### config.mk
export PLATFORM = sky130hd
export DESIGN_NAME = adc_uart_tx_flat
export DESIGN_NICKNAME = d
export VERILOG_FILES = /design/src/rtl/adc_uart_tx_if.sv /design/src/rtl/adc_uart_tx.sv /design/src/flat_wrapper.sv
export SDC_FILE = /design/constraint.sdc
export NUM_CORES = 1
export LEC_CHECK = 0
export CORE_MARGIN = 1
export CORE_UTILIZATION = 41
export CTS_CLUSTER_DIAMETER = 120
export DETAILED_ROUTE_END_ITERATION = 16
export GPL_TIMING_DRIVEN = 1
export SYNTH_ARGS = -nofsm -noshare
export SYNTH_HDL_FRONTEND = slang
export SYNTH_SLANG_ARGS = --single-unit
### constraint.sdc
create_clock -name clk_i -period 2.9 [get_ports clk_i]
set_clock_uncertainty 0.1 [all_clocks]
set_input_delay 0.87 -clock clk_i [delete_from_list [all_inputs] [get_ports clk_i]]
set_output_delay 0.87 -clock clk_i [all_outputs]
set_load 0.02 [all_outputs]
### src/rtl/adc_uart_tx_if.sv
// Sample handshake and UART line signals between the ADC controller and the serial TX stage.
interface adc_uart_tx_if;
  logic       sample_valid;
  logic [7:0] sample_data;
  logic [2:0] sample_chan;
  logic       tx;
  logic       busy;
  logic       overrun;

  modport master (
    output sample_valid,
    output sample_data,
    output sample_chan,
    input  tx,
    input  busy,
    input  overrun
  );

  modport slave (
    input  sample_valid,
    input  sample_data,
    input  sample_chan,
    output tx,
    output busy,
    output overrun
  );
endinterface

### src/rtl/adc_uart_tx.sv
// Serializes each ADC sample as a two-byte 8N1 UART packet ({tag, chan} then data),
// with a one-deep holding register and a sticky overrun flag.
module adc_uart_tx #(
  parameter int unsigned ClksPerBit = 434,
  parameter logic [4:0]  HdrTag     = 5'b10100
) (
  input logic          clk_i,
  input logic          rst_ni,
  adc_uart_tx_if.slave bus_io
);

  localparam int unsigned CntW = (ClksPerBit > 1) ? $clog2(ClksPerBit) : 1;
  localparam logic [CntW-1:0] CntMax = CntW'(ClksPerBit - 1);

  typedef enum logic [1:0] {StIdle, StStart, StData, StStop} state_e;

  state_e          state_q, state_d;
  logic [CntW-1:0] baud_q, baud_d;
  logic [2:0]      bit_idx_q, bit_idx_d;
  logic            byte_sel_q, byte_sel_d;
  logic [10:0]     pkt_q, pkt_d;
  logic [10:0]     hold_q, hold_d;
  logic            hold_vld_q, hold_vld_d;
  logic            tx_q, tx_d;
  logic            busy_q, busy_d;
  logic            ovr_q, ovr_d;

  logic [10:0] in_smp;
  logic [7:0]  cur_byte;
  logic        bit_end;
  logic        pkt_free;
  logic        load_hold;
  logic        load_in;

  assign in_smp   = {bus_io.sample_chan, bus_io.sample_data};
  assign cur_byte = byte_sel_q ? pkt_q[7:0] : {HdrTag, pkt_q[10:8]};
  assign bit_end  = (baud_q == CntMax);

  // Shift register may take a new packet: line idle, or last cycle of byte1's stop bit.
  assign pkt_free  = (state_q == StIdle) ||
                     ((state_q == StStop) && bit_end && byte_sel_q);
  assign load_hold = pkt_free && hold_vld_q;
  assign load_in   = pkt_free && !hold_vld_q && bus_io.sample_valid;

  always_comb begin
    state_d    = state_q;
    baud_d     = baud_q;
    bit_idx_d  = bit_idx_q;
    byte_sel_d = byte_sel_q;
    pkt_d      = pkt_q;
    hold_d     = hold_q;
    hold_vld_d = hold_vld_q;
    tx_d       = tx_q;
    busy_d     = busy_q;
    ovr_d      = ovr_q;

    unique case (state_q)
      StIdle: ;
      StStart: begin
        if (bit_end) begin
          baud_d    = '0;
          bit_idx_d = 3'd0;
          tx_d      = cur_byte[0];
          state_d   = StData;
        end else begin
          baud_d = baud_q + CntW'(1);
        end
      end
      StData: begin
        if (bit_end) begin
          baud_d = '0;
          if (bit_idx_q == 3'd7) begin
            tx_d    = 1'b1;
            state_d = StStop;
          end else begin
            bit_idx_d = bit_idx_q + 3'd1;
            tx_d      = cur_byte[bit_idx_q + 3'd1];
          end
        end else begin
          baud_d = baud_q + CntW'(1);
        end
      end
      StStop: begin
        if (bit_end) begin
          baud_d = '0;
          if (!byte_sel_q) begin
            byte_sel_d = 1'b1;
            tx_d       = 1'b0;
            state_d    = StStart;
          end
        end else begin
          baud_d = baud_q + CntW'(1);
        end
      end
      default: state_d = StIdle;
    endcase

    if (pkt_free) begin
      baud_d     = '0;
      bit_idx_d  = 3'd0;
      byte_sel_d = 1'b0;
      if (load_hold || load_in) begin
        state_d = StStart;
        tx_d    = 1'b0;
        busy_d  = 1'b1;
      end else begin
        state_d = StIdle;
        tx_d    = 1'b1;
        busy_d  = 1'b0;
      end
    end

    if (load_hold) begin
      pkt_d      = hold_q;
      hold_vld_d = 1'b0;
    end
    if (load_in) begin
      pkt_d = in_smp;
    end

    // A sample arriving while the hold drains refills it; otherwise a full hold drops it.
    if (bus_io.sample_valid && !load_in) begin
      if (!hold_vld_q || load_hold) begin
        hold_d     = in_smp;
        hold_vld_d = 1'b1;
      end else begin
        ovr_d = 1'b1;
      end
    end
  end

  always_ff @(posedge clk_i or negedge rst_ni) begin
    if (!rst_ni) begin
      state_q    <= StIdle;
      baud_q     <= '0;
      bit_idx_q  <= 3'd0;
      byte_sel_q <= 1'b0;
      pkt_q      <= '0;
      hold_q     <= '0;
      hold_vld_q <= 1'b0;
      tx_q       <= 1'b1;
      busy_q     <= 1'b0;
      ovr_q      <= 1'b0;
    end else begin
      state_q    <= state_d;
      baud_q     <= baud_d;
      bit_idx_q  <= bit_idx_d;
      byte_sel_q <= byte_sel_d;
      pkt_q      <= pkt_d;
      hold_q     <= hold_d;
      hold_vld_q <= hold_vld_d;
      tx_q       <= tx_d;
      busy_q     <= busy_d;
      ovr_q      <= ovr_d;
    end
  end

  assign bus_io.tx      = tx_q;
  assign bus_io.busy    = busy_q;
  assign bus_io.overrun = ovr_q;

endmodule

### src/flat_wrapper.sv
// flat-port wrapper written by rule: the top's interface ports become plain ports
module adc_uart_tx_flat 
#(
  parameter int unsigned ClksPerBit = 434,
  parameter logic [4:0]  HdrTag     = 5'b10100
)
  (clk_i, rst_ni, bus_io_sample_valid, bus_io_sample_data, bus_io_sample_chan, bus_io_tx, bus_io_busy, bus_io_overrun);
  adc_uart_tx_if bus_io_i ();
  input logic clk_i;
  input logic rst_ni;
  input wire logic [$bits(bus_io_i.sample_valid)-1:0] bus_io_sample_valid;
  input wire logic [$bits(bus_io_i.sample_data)-1:0] bus_io_sample_data;
  input wire logic [$bits(bus_io_i.sample_chan)-1:0] bus_io_sample_chan;
  output wire logic [$bits(bus_io_i.tx)-1:0] bus_io_tx;
  output wire logic [$bits(bus_io_i.busy)-1:0] bus_io_busy;
  output wire logic [$bits(bus_io_i.overrun)-1:0] bus_io_overrun;
  assign bus_io_i.sample_valid = bus_io_sample_valid;
  assign bus_io_i.sample_data = bus_io_sample_data;
  assign bus_io_i.sample_chan = bus_io_sample_chan;
  assign bus_io_tx = bus_io_i.tx;
  assign bus_io_busy = bus_io_i.busy;
  assign bus_io_overrun = bus_io_i.overrun;
  adc_uart_tx #(.ClksPerBit(ClksPerBit), .HdrTag(HdrTag)) u_core (.clk_i(clk_i), .rst_ni(rst_ni), .bus_io(bus_io_i));
endmodule
# ---- After elaboration in Yosys (flattened, before gate mapping)
# Index checks and enable logic that the tools add are counted.
dict set report classes {
  add_sub_neg 2
  order_cmp 1
  eq_ne 11
  mux 36
  n_bitwise 1
  n_reduce_logical 25
}
# op n
set ops {}
lappend ops {{9-bit two-way mux} 3}
lappend ops {{11-bit two-way mux} 2}
lappend ops {{1-bit two-way mux} 16}
lappend ops {{2-bit two-way mux} 6}
lappend ops {{3-bit two-way mux} 4}
lappend ops {{3-bit by 1-bit != test with 1-bit output (second input constant)} 4}
lappend ops {{9-bit by 1-bit adder with 9-bit output (second input constant)} 1}
lappend ops {{9-bit == test (second input constant)} 1}
lappend ops {{8-bit two-way mux} 1}
lappend ops {{2-bit nonzero test} 4}
lappend ops {{1-bit logical AND} 6}
lappend ops {{2-bit one-hot mux with 3 select lines} 1}
lappend ops {{3-bit one-hot mux with 2 select lines} 1}
lappend ops {{2-bit AND reduction} 3}
lappend ops {{6-bit AND reduction} 1}
lappend ops {{5-bit AND reduction} 1}
lappend ops {{2-bit == test (second input constant)} 2}
lappend ops {{3-bit by 4-bit < comparator with 1-bit output (second input constant)} 1}
lappend ops {{4-bit AND reduction} 1}
lappend ops {{4-bit nonzero test} 1}
lappend ops {{3-bit by 1-bit adder with 3-bit output (second input constant)} 1}
lappend ops {{1-bit binary-select mux with 3-bit select} 1}
lappend ops {{3-bit == test (second input constant)} 1}
lappend ops {{1-bit logical OR} 3}
lappend ops {{other kinds (9)} 10}
dict set report word_totals {
  regBits 41
  in_bits 14
  out_inout_bits 3
}

# ---- Longest topological paths before layout
# Gate-level depths: netlist of run 1.
dict set report depth {
  depth_word 9
  ltp_mapped 8
  depth_no_buf 7
}

# ---- Worst setup path before layout of run 1
# No wires, ideal clock.
dict set report synth_timing {
  path_kind {register to register}
  startpoint {register u_core.baud_q[3]}
  endpoint {register u_core.hold_q[0]}
  setup_ns 0.125
  arrival_time_ns 2.205
  required_ns 2.675
  setup_slack_ns 0.470
  path_stages_with_launch 8
  path_buffers 2
  synth_period_minus_slack_ns 2.430
  cell_sequence {dfrtp_1 > or4b_1 > buf_2 > o31ai_4 > xnor2_1 > and2_4 > buf_12 > mux2_4}
}
dict set report synth_between {
  elab_chain_cells 9
  elab_cells_between_ends 11
  classes_between {eq/ne (1); reduce/logical (10)}
}
# element line
set synth_rtl {}
lappend synth_rtl {{start, declared} adc_uart_tx.sv:18} ;# logic [CntW-1:0] baud_q, baud_d;
lappend synth_rtl {{start signal, assigned} adc_uart_tx.sv:146} ;# baud_q <= baud_d;
lappend synth_rtl {{9-bit == test *} adc_uart_tx.sv:37} ;# assign bit_end = (baud_q == CntMax);
lappend synth_rtl {{1-bit logical AND * (2 in series)} adc_uart_tx.sv:41} ;# ((state_q == StStop) && bit_end && byte_sel_q);
lappend synth_rtl {{1-bit logical OR *} adc_uart_tx.sv:40} ;# assign pkt_free = (state_q == StIdle) ||
lappend synth_rtl {{1-bit logical AND (2 in series)} adc_uart_tx.sv:43} ;# assign load_in = pkt_free && !hold_vld_q && bus_io.sample_valid;
lappend synth_rtl {{1-bit logical NOT} adc_uart_tx.sv:122} ;# if (bus_io.sample_valid && !load_in) begin
lappend synth_rtl {{1-bit logical AND} adc_uart_tx.sv:122}
lappend synth_rtl {{2-bit AND reduction (no line) *} --}
lappend synth_rtl {{end signal, assigned} adc_uart_tx.sv:150} ;# hold_q <= hold_d;
lappend synth_rtl {{end, declared} adc_uart_tx.sv:22} ;# logic [10:0] hold_q, hold_d;
# Mark *: on every way between the ends. The rest lies on a longest branch, timed or not.
# A chain may end at the register's enable or synchronous reset.

# ---- Worst setup path in the final report of run 1
dict set report layout_timing {
  startpoint {register u_core.baud_q[3]}
  endpoint {register u_core.state_q[1]}
}
dict set report layout_between {
  elab_chain_cells 6
  elab_cells_between_ends 12
  classes_between {eq/ne (6); mux (1); reduce/logical (5)}
}
# element line
set layout_rtl {}
lappend layout_rtl {{9-bit == test *} adc_uart_tx.sv:37}
lappend layout_rtl {{1-bit logical AND (2 in series)} adc_uart_tx.sv:41}
lappend layout_rtl {{1-bit logical OR} adc_uart_tx.sv:40}
lappend layout_rtl {{3-bit != test (no line) (tied with other cells)} --}
lappend layout_rtl {{6-bit AND reduction (no line)} --}
lappend layout_rtl {{end signal, assigned} adc_uart_tx.sv:134} ;# state_q <= StIdle;
lappend layout_rtl {{end signal, assigned} adc_uart_tx.sv:145} ;# state_q <= state_d;
lappend layout_rtl {{end, declared} adc_uart_tx.sv:17} ;# state_e state_q, state_d;
# Marks and branches as above.

==> impl_metrics.ini, run 1 <==
[logic_synthesis]
netlist_instances = 209
synth_area_leaders = dfrtp_1 46%, mux2i_1 7.3%, mux2_4 6.8%
synth_xor_area_share_pct = 0.7973
ys_types = 41
async_flop_share_pct = 100.0
syn_nets = 233
synth_top_family_by_area = compound AO/OA/AOI/OAI gates
ys_seq_elements = 41
syn_avg_cell_area_um2 = 10.51
synthMuxAreaShare_pct = 15.15
synth_warnings = 0
ys_dominant_reg_cell = dfrtp_1
yosys.area.top_type = dfrtp_1
synth_simple_gate_area_share_pct = 11.05
ys_seq_area_share_pct = 46.75
syn_area_um2 = 2197
synth.most_common_cell = dfrtp_1
synth_compound_area_share_pct = 16.12
synth_common_cells = 40 x dfrtp_1, 25 x nor2_1, 19 x o21ai_0
synth_top_cell_area_share_pct = 45.56
synth_edf_count = 0
synth_fa_ha_area_share_pct = 6.150

[floorplanning]
die_w_um = 75.21
core_area_um2 = 5140
die_area_um2 = 5656
die_h_um = 75.21
start_util_pct = 42.75
rows = 26
io-pin-count = 17

[timing]
setup-violations-final = 0
setup_ws_ps = 308.1
maxSlewViolCount = 0
worstMarginPinSlew_ps = 791.6
rsz0062_at_grt = no
slew_headroom_pct = 47.23
max_freq_mhz = 385.8
hold_viol = 0
period_needed_ps = 2592
fin_setup_tns_ps = 0
post-route-period-util_pct = 89.38

[place]
place_area_um2 = 2425
pre_cts_ws_ps = 359.3
post-dp-hpwl_um = 2877
io_buffers = 16
routabilityCongestion = 0.8490

[clock_tree]
clk_path_buf_depth = 2
holdBufCountCts = 0
postCtsSetupBuffers = 0
cts_inserted_buffers = 5
clk_pin_slew_ps = 80
htree_levels = 2
root_buffer = clkbuf_8
clock_latency_ps = 290
clkSinkCount = 41
cts_tree = done
cts_resized = 0

[pwr]
p_seq_share_pct = 38.9
clkPwrFrac_pct = 13.9
ir_drop_mv = 0.4161
pwr-share-comb_pct = 47.2
swShare_pct = 38.06
p_int_mw = 1.597
p_sw_mw = 0.9813
pwr_density_cell_nw_per_um2 = 1029
p_leak_nw = 1.088

[final_layout]
drive_above_1_share_pct = 11.89
syn2layout_area_growth_pct = 14.01
fin_nets = 250
design_area_um2 = 2505
antenna_cells = 0

[global_route]
grt_pass1_vias = 1472
grt_pass1_wl_um = 7369
grt_max_degree = 26
antenna_found_initial = 0
gr-usage-all-layers_pct = 17.61
grt_overflow_total = 0

[routing]
first_iter_violations = 124
via_count = 1566
drcViolationCount = 0
wl_per_cell_um = 13.80
first_pass_iters = 6
ant_nets = 0
drt-vias-per-instance = 5.273
drt-total-wl_um = 4100

[setup_path]
worst_setup_path_end_kind = register
start_kind = register
worst_ep_required_time_ps = 2980
worst-setup-path-type = register to register
cp_max_fo = 8
critPathArrivalTime_ps = 2670

[outcome]
status = complete, no violations

[min_path]
hold_class = input pin to asynchronous set/reset pin

[job]
cap_violations = 0
[sequential cells by signal (all words and copies together), names as in the netlist]
register and cells:
u_core.hold_q 11, u_core.bus_io.overrun 1, u_core.bit_idx_q 3, u_core.bus_io.tx 1, u_core.pkt_q 11, u_core.bus_io.busy 1
u_core.byte_sel_q 1, u_core.baud_q 9, u_core.hold_vld_q 1, u_core.state_q 2
[routing by layer]
layer	routed length, um	vias to the layer above	global-route usage [%]
li1	-	784	-
met5	0	-	0
met4	48	0	6.584
met2	1842	22	26.03
met3	122	5	3.748
met1	2087	755	25.47
[final timing paths]
kind                                      from             endpoint  slack (ps)  cells past startpoint
max                           u_core.baud_q[3]    u_core.state_q[1]         310                      5
min                                     rst_ni     u_core.baud_q[6]         380                      1
max reg2reg                   u_core.baud_q[3]    u_core.state_q[1]         310                      5
min reg2reg                u_core.bit_idx_q[1]  u_core.bit_idx_q[1]         400                      2
max in group asynchronous               rst_ni      u_core.pkt_q[4]        1650                      2
min in group clk_i         u_core.bit_idx_q[1]  u_core.bit_idx_q[1]         400                      2
[placed cells by master (no fill, tap or decap), drive strengths merged, types with 2 or more instances in the layout]
cell type	instances
dfrtp	40
nor2	25
o21ai	19
a21oi	18
mux2i	16
clkdlybuf4s50	15
mux2	12
nand2	11
ha	10
inv	8
clkbuf	8
buf	5
nand4	4
o211ai	4
a31oi	4
and3	2
nand3	2
o41ai	2
xnor2	2
o31ai	2
and2	2
[power groups by stage]
stage	registers, mW	clock network (mW)	logic (mW)
final	1.00	0.358	1.22
after global routing	1.04	0.398	1.38
after global placement	1.01	0	1.21
after detailed placement	1.01	0	1.21
after CTS	1.01	0.372	1.22
after floorplan	0.942	0	0.995
[logic make-up (layout without fill, tap and decap cells)]
logic type | after synthesis | count (layout)
AOI/OAI and AO/OA | 57 | 57
xor gates and xnor gates | 2 | 2
buffers and inverters | 18 | 36
adders and majority gates | 11 | 11
muxes | 28 | 28
and+or+nand+nor | 52 | 52
DFF | 41 | 41
[cell type report]
cell class | instances | area [um2]
timing repair buffer | 20 | 197.7
fill | 505 | 2635
sequential | 41 | 1027
inverter | 8 | 30.03
multi-input combinational | 150 | 1082
tap | 70 | 87.58
clock buffer | 8 | 80.08
[critical path: stages (launching register included)]
cell	delay (ps)
dfrtp_1	460
or4b_1	660
nor3_1	360
o21ai_0	250
a31oi_1	270
mux2_2	370
[per-stage QoR]
step	hold WS [ps]	util [%]	power [mW]	instances
4_1_cts	395.9	48.73	2.602	297
6_report	384.3	48.73	2.578	297
5_1_grt	419.2	48.73	2.820	297
3_3_place_gp	366.9	47.18	2.216	289
2_1_floorplan	350.7	-	1.937	209
3_5_place_dp	384.8	47.18	2.226	289
No activity file was read; power rests on OpenSTA's default activity.
==> run 2: changes to the inputs <==
CORE_UTILIZATION = 50   (was 41)
MAX_ROUTING_LAYER = met4   (was unset)
PLACE_DENSITY = 0.75   (was unset)
==> impl_metrics.ini, run 2 (synthesis results as in run 1) <==
[pwr]
pwr-share-comb_pct = 44.7
p_leak_nw = 1.110
p_sw_mw = 1.007
swShare_pct = 37.12
ir_drop_mv = 0.5170
pwr_density_cell_nw_per_um2 = 1071
clkPwrFrac_pct = 17.9
p_int_mw = 1.705
p_seq_share_pct = 37.4

[min_path]
min_from = u_core.bit_idx_q[1]
hold_class = register to register

[clock_tree]
postCtsSetupBuffers = 0
cts_resized = 0
clk_path_buf_depth = 2
clk_pin_slew_ps = 80
cts_inserted_buffers = 5
cts_tree = done
clock_latency_ps = 290
root_buffer = clkbuf_8
clkSinkCount = 41
holdBufCountCts = 0
htree_levels = 2

[global_route]
grt_max_degree = 23
grt_overflow_total = 0
gr-usage-all-layers_pct = 21.69
antenna_found_initial = 0
grt_pass1_wl_um = 7169
grt_pass1_vias = 1547

[final_layout]
final_cell_mix = 40 x dfrtp_1, 25 x nor2_1, 19 x o21ai_0
seq_area_um2 = 1027
fill_cells = 340
antenna_cells = 0
drive_above_1_share_pct = 13.22
fin_nets = 250
largestRegisters = u_core.hold_q: 11 flops, u_core.pkt_q: 11 flops, u_core.baud_q: 9 flops
syn2layout_area_growth_pct = 15.26
multiInputGateArea_um2 = 1082
final_common_cell = dfrtp_1

[routing]
wl_met3_um = 136
drcViolationCount = 0
first_pass_iters = 4
routed-wl-met2_um = 1918
drt-total-wl_um = 4079
first_iter_violations = 89
wl_per_cell_um = 14.73
drt-vias-per-instance = 5.700
via_count = 1579
ant_nets = 0
dr.max_layer_used = met4
wl_met1_um = 1948

[setup_path]
critPathArrivalTime_ps = 2700
worst_setup_path_end_kind = register
worst-setup-path-type = register to register
startpoint = u_core.baud_q[3]
start_kind = register
cp_max_fo = 11
r2r-start = u_core.baud_q[3]
worst_ep_required_time_ps = 2990

[floorplanning]
die_h_um = 68.29
die_area_um2 = 4664
rows = 23
core_area_um2 = 4115
start_util_pct = 53.39
die_w_um = 68.29
io-pin-count = 17

[timing]
max_freq_mhz = 382.1
maxSlewViolCount = 0
hold_viol = 0
hold_ws_ps = 394.5
post-route-period-util_pct = 90.25
setup-violations-final = 0
worstMarginPinSlew_ps = 836.6
slew_headroom_pct = 44.23
rsz0062_at_grt = no
fin_setup_tns_ps = 0
period_needed_ps = 2617

[place]
routabilityCongestion = 0.8665
io_buffers = 16
post-dp-hpwl_um = 2916

[outcome]
status = complete, no violations

[job]
cap_violations = 0
-- run 2: per-stage QoR --
stage                     util (%)  setup slack (ps)  area (um2)  instances  total power [mW]
after floorplan                  -             470.3        2197        209             1.937
after global placement       58.62             353.5        2412        269             2.202
after detailed placement     58.62             302.9        2412        269             2.234
after CTS                    61.54             290.6        2532        277             2.721
after global routing         61.54             139.2        2532        277             2.920
final                        61.54             282.7        2532        277             2.711
-- run 2: final cells by class --
type / instances / share of cell area [%]
Multi-Input combinational cell: 150 / 42.74
Sequential cell: 41 / 40.56
Timing Repair Buffer: 20 / 8.300
Clock buffer: 6 / 3.261
Tap cell: 50 / 2.470
Clock inverter: 2 / 1.482
Inverter: 8 / 1.186
-- run 2: worst max-delay path, stage by stage, from the launching register on --
cell and delay (ps):
dfrtp_1 440, or4b_1 670, o31ai_4 450, xnor2_1 160, and2_4 320, mux2_2 360
-- run 2: layer usage --
metal | vias to the layer above | global-route usage (%)
li1 | 780 | -
met1 | 759 | 28.63
met2 | 32 | 32.48
met3 | 8 | 5.333
met4 | 0 | 7.292
met5 | - | -
-- run 2: worst paths after layout --
| check | end | slack, ps | cells after the start |
|---|---|---|---|
| setup / recovery | u_core.hold_q[10] | 280 | 5 |
| hold / removal | u_core.bit_idx_q[1] | 390 | 2 |
| setup reg to reg | u_core.hold_q[10] | 280 | 5 |
| hold reg to reg | u_core.bit_idx_q[1] | 390 | 2 |
| max in group asynchronous | u_core.hold_q[9] | 1800 | 2 |
| min in group asynchronous | u_core.bus_io.overrun | 420 | 1 |
-- run 2: power by group through the flow --
| stage | clock [mW] | sequential [mW] | combinational, mW |
|---|---|---|---|
| after floorplan | 0 | 0.942 | 0.995 |
| after global placement | 0 | 1.02 | 1.18 |
| after detailed placement | 0 | 1.02 | 1.21 |
| after CTS | 0.491 | 1.02 | 1.21 |
| after global routing | 0.517 | 1.05 | 1.35 |
| final | 0.485 | 1.01 | 1.21 |
